[config.mk]
export PLATFORM = sky130hd
export DESIGN_NAME = register_file_sb
export DESIGN_NICKNAME = d
export VERILOG_FILES = /design/src/rtl/register_file_sb.sv
export SDC_FILE = /design/constraint.sdc
export NUM_CORES = 1
export LEC_CHECK = 0
export BUFFER_PORTS_ARGS = -buffer_cell sky130_fd_sc_hd__buf_2
export CAP_MARGIN = 5
export CELL_PAD_IN_SITES_DETAIL_PLACEMENT = 0
export CELL_PAD_IN_SITES_GLOBAL_PLACEMENT = 1
export CORE_MARGIN = 1
export CORE_UTILIZATION = 43
export CTS_CLUSTER_DIAMETER = 100
export DETAILED_ROUTE_END_ITERATION = 8
export PLACE_DENSITY_LB_ADDON = 0.08
export REMOVE_ABC_BUFFERS = 1
export SLEW_MARGIN = 20
export SYNTH_ARGS = -nofsm -noshare
export SYNTH_HDL_FRONTEND = slang
export SYNTH_SLANG_ARGS = --single-unit
[constraint.sdc]
create_clock -name clk -period 3.6 [get_ports clk]
set_clock_uncertainty 0.1 [all_clocks]
set_input_delay 0.72 -clock clk [delete_from_list [all_inputs] [get_ports clk]]
set_output_delay 0.72 -clock clk [all_outputs]
set_load 0.01 [all_outputs]
[src/rtl/register_file_sb.sv]
// Register bank with one write port, two registered write-first read ports, a per-register
// busy scoreboard, and a sweep engine that zeroes the bank one entry per cycle.
module register_file_sb #(
  parameter int DATA_W   = 26,
  parameter int NUM_REGS = 13,
  parameter int ADDR_W   = 5
) (
  input  logic                       clk,
  input  logic                       rst,
  input  logic                       we_RF,
  input  logic [ADDR_W-1:0]          A3,
  input  logic [DATA_W-1:0]          WD3,
  input  logic [ADDR_W-1:0]          A1,
  input  logic [ADDR_W-1:0]          A2,
  output logic [DATA_W-1:0]          RD1,
  output logic [DATA_W-1:0]          RD2,
  output logic                       busy1,
  output logic                       busy2,
  input  logic                       iss_en,
  input  logic [ADDR_W-1:0]          iss_dst,
  input  logic                       clr_req,
  output logic                       ready,
  output logic [DATA_W*NUM_REGS-1:0] bank_flat
);

  // state   | meaning
  // S_IDLE  | normal operation, writes/issues accepted
  // S_CLEAR | zeroing entry ptr_q each cycle, writes/issues ignored
  typedef enum logic {S_IDLE, S_CLEAR} state_t;

  localparam int                PTR_W    = (NUM_REGS > 2) ? $clog2(NUM_REGS) : 1;
  localparam logic [PTR_W-1:0]  LAST_PTR = PTR_W'(NUM_REGS - 1);
  localparam logic [ADDR_W:0]   NR_A     = (ADDR_W + 1)'(NUM_REGS);

  state_t             state_q;
  logic [PTR_W-1:0]   ptr_q;
  logic               ready_q;

  logic [DATA_W-1:0]   mem_q [NUM_REGS];
  logic [DATA_W-1:0]   mem_d [NUM_REGS];
  logic [NUM_REGS-1:0] busy_q, busy_d;
  logic [DATA_W-1:0]   rd1_q, rd1_d, rd2_q, rd2_d;
  logic                b1_q, b1_d, b2_q, b2_d;

  logic a1_ok, a2_ok, a3_ok, dst_ok;

  assign a1_ok  = ({1'b0, A1} < NR_A);
  assign a2_ok  = ({1'b0, A2} < NR_A);
  assign a3_ok  = ({1'b0, A3} < NR_A);
  assign dst_ok = ({1'b0, iss_dst} < NR_A);

  always_ff @(posedge clk or negedge rst) begin
    if (!rst) begin
      state_q <= S_IDLE;
      ptr_q   <= '0;
      ready_q <= 1'b1;
    end else begin
      case (state_q)
        S_IDLE: begin
          if (clr_req) begin
            state_q <= S_CLEAR;
            ptr_q   <= '0;
            ready_q <= 1'b0;
          end
        end
        S_CLEAR: begin
          if (ptr_q == LAST_PTR) begin
            state_q <= S_IDLE;
            ready_q <= 1'b1;
          end else begin
            ptr_q <= ptr_q + 1'b1;
          end
        end
        default: begin
          state_q <= S_IDLE;
          ready_q <= 1'b1;
        end
      endcase
    end
  end

  // Post-edge bank contents; the read ports look at these so reads are write-first.
  always_comb begin
    mem_d  = mem_q;
    busy_d = busy_q;
    if (state_q == S_CLEAR) begin
      mem_d[ptr_q]  = '0;
      busy_d[ptr_q] = 1'b0;
    end else if (ready_q) begin
      if (we_RF && a3_ok) begin
        mem_d[A3[PTR_W-1:0]]  = WD3;
        busy_d[A3[PTR_W-1:0]] = 1'b0;
      end
      if (iss_en && dst_ok) begin
        busy_d[iss_dst[PTR_W-1:0]] = 1'b1;
      end
    end
    rd1_d = a1_ok ? mem_d[A1[PTR_W-1:0]]  : '0;
    b1_d  = a1_ok ? busy_d[A1[PTR_W-1:0]] : 1'b0;
    rd2_d = a2_ok ? mem_d[A2[PTR_W-1:0]]  : '0;
    b2_d  = a2_ok ? busy_d[A2[PTR_W-1:0]] : 1'b0;
  end

  always_ff @(posedge clk or negedge rst) begin
    if (!rst) begin
      mem_q  <= '{default: '0};
      busy_q <= '0;
      rd1_q  <= '0;
      rd2_q  <= '0;
      b1_q   <= 1'b0;
      b2_q   <= 1'b0;
    end else begin
      mem_q  <= mem_d;
      busy_q <= busy_d;
      rd1_q  <= rd1_d;
      rd2_q  <= rd2_d;
      b1_q   <= b1_d;
      b2_q   <= b2_d;
    end
  end

  for (genvar g = 0; g < NUM_REGS; g++) begin : g_flat
    assign bank_flat[g*DATA_W +: DATA_W] = mem_q[g];
  end

  assign RD1   = rd1_q;
  assign RD2   = rd2_q;
  assign busy1 = b1_q;
  assign busy2 = b2_q;
  assign ready = ready_q;

endmodule
==> qor.csv <==
stage,metric,value,unit
outcome,outcome,completed,
synthesis,yosysTopAreaCellShare,0.413,
cts,h-tree-depth,2,
flow_run,max_cap_violations,0,
sta,max_freq,286,MHz
layout,final_cells,3947,
routing,wl,132000,um
global_route,grt_pass1_vias,25600,
floorplanning,ios,444,
floorplanning,die-height,242,um
global_route,use_met2,0.636,
placement,pre_cts_slack,-54.6,ps
routing,drtIter0Drc,4064,
cts,cts_resized,0,
critical_path,start_kind,register,
cts,cts_tree,done,
power,power-per-cell-area,656,mW/mm^2
routing,drt-vias-per-instance,6.96,
global_route,grt_overflow,0,
sta,setup_violations,0,
layout,drive_gt1_frac,0.262,
sta,period_minus_slack,3500,ps
layout,finish.utilization,0.536,
synthesis,avgSynthCellArea,9.06,um^2
synthesis,synth_warnings,0,
global_route,gr-max-usage-layer,met2,
synthesis,syn_area,0.0248,mm^2
global_route,grt_max_degree,86,
layout,nets,3205,
synthesis,yosysSeqAreaShare,0.414,
placement,dp_cells,3855,
cts,clk_pin_slew_worst_paths,60,ps
layout,area_delta_synth_final,22.5,%
critical_path,crit_fanout,16,
sta,slew_headroom,0.196,
power,power.leakage,14.6,nW
synthesis,synth-main-ff-cell,dfrtp_1,
global_route,grt_antenna_before_repair,6,
synthesis,ys_seq_elements,411,
sta,fin_crit_sh,0.972,
cts,clock_sinks,411,
min_path,min_path_type,in2async,
routing,antenna_left,0,
routing,dr.pass1.iters,9,
critical_path,crit_type,reg2reg,
cts,insertion_delay,630,ps
cts,numCtsBuffers,49,
global_route,grt_use_total,0.433,
critical_path,worstPathArrival,3860,ps
floorplanning,core,0.0567,mm^2
critical_path,cp-end-kind,register,
synthesis,yosysUniqueCellTypes,76,
placement,gp_congestion,1.01,
routing,route.detailed.drc,0,
placement,hpwl,92700,um
sta,rsz0062_at_grt,no,
sta,drv_slew,0,
cts,cts_buffer_depth,3,
global_route,use_met1,0.607,
sta,worst_pin_slew,1210,ps
floorplanning,die_w,242,um
global_route,met3_usage,0.124,
synthesis,async_reset_ff_frac,1.00,
synthesis,synth_top_cell_by_area,dfrtp_1,
routing,vias,27500,
cts,ctsHoldBuffers,0,
synthesis,netlist_top_cells_area,"dfrtp_1 (41%), a221o_1 (6.2%), mux2i_1 (5.5%), a21oi_1 (4.2%), nand2_1 (3.5%)",
synthesis,synth_edf_count,0,
floorplanning,die_area,0.0587,mm^2
global_route,grt_pass1_wl,187000,um
sta,final-hold-violation-count,0,
cts,post_cts_buffers,0,
power,vdd_ir_drop_max,0.409,mV
floorplanning,rows,87,
critical_path,worstPathRequired,3960,ps
synthesis,synthCells,2741,
floorplanning,initial_core_util,0.438,
cts,cts_root_buffer,clkbuf_16,
routing,wl_per_cell,33.4,um
sta,setup_slack,101,ps
placement,numPortBuffers,443,
-- routing by layer --
layer,vias to the layer above,part of all wire
li1,11300,-
met1,13700,0.40
met2,2167,0.43
met3,299,0.14
met4,0,0.036
met5,-,0
-- final cells by class --
type,instances,area (um^2)
fillers,5294,26300
multi-input cells,2007,13400
flip-flops and latches,411,10300
repair buffers,634,4000
clock buffers,81,1500
well taps,756,946
inverters,47,179
clock inverters,8,68.8
diodes,3,7.51
-- cell usage after synthesis, drive strengths merged, types with 63 or more instances --
master	count
o21ai	244
a21oi	209
a221o	155
o22ai	82
o211a	80
buf	69
nor2	183
nand2	234
clkbuf	207
nor3	162
a22oi	63
mux2i	136
dfrtp	410
-- cells by family after synthesis --
group	count (synthesis)	synth area share
buf+inv	323	0.0518
flops	411	0.414
mux	191	0.0825
compound gates	1072	0.307
simple gates	739	0.142
fa+ha+maj	4	0.00202
xor+xnor	1	0.000353
-- where the power goes --
part           internal (mW)  total (mW)  leakage (nW)  switching, mW
logic                   2.59        7.80          8.23           5.21
clock network           2.89        5.01         0.772           2.12
registers               5.71        7.13          5.62           1.42
-- worst max-delay path: stages, from the launching register on --
cell and delay, ps:
dfstp_2 650, or3b_2 790, nor2_4 270, buf_12 190, nor3b_1 70, a221o_1 310
mux2_2 280, a21oi_1 560, nor3_1 120
-- per-stage QoR --
step	setup TNS [ps]	instance area, um^2	hold slack, ps	power [mW]
finish	0	30400	22.8	19.9
global placement	-14.9	28800	401	14.5
CTS	0	30400	56.8	19.7
detailed placement	-79.8	28800	410	14.7
floorplan	-2445290	23700	324	10.4
global route	0	30400	66.8	20.6
-- registers in the layout, summed over array words and instances (netlist names) --
| signal | count |
|---|---|
| busy_q | 13 |
| RD2 | 26 |
| busy2 | 1 |
| busy1 | 1 |
| bank_flat | 338 |
| RD1 | 26 |
| ptr_q | 4 |
| ready | 1 |
| state_q | 1 |
-- final timing paths --
| path | startpoint | to | slack [ps] | cells past startpoint |
|---|---|---|---|---|
| worst min register to register | busy_q[6] | busy_q[6] | 430 | 1 |
| max in group asynchronous | rst | bank_flat[231] | 2460 | 3 |
| worst max register to register | ready | RD2[19] | 100 | 8 |
| min in group clk | clr_req | ptr_q[0] | 270 | 2 |
| worst max-delay path | ready | RD2[19] | 100 | 8 |
| worst min-delay path | rst | bank_flat[125] | 20 | 1 |
-- cell usage in the layout (no fill, tap or decap), types with 43 or more instances in the layout --
master,instances
buf_2,441
dfrtp_1,409
nand2_1,233
a21oi_1,202
nor2_1,172
buf_4,165
a221o_1,155
nor3_1,145
mux2i_1,136
o21ai_0,135
o21ai_1,93
o22ai_1,82
o211a_1,80
a22oi_1,63
clkbuf_16,51
mux2_2,49
a211oi_1,44
nand3_1,43
Power figures use the tool's default switching activity.
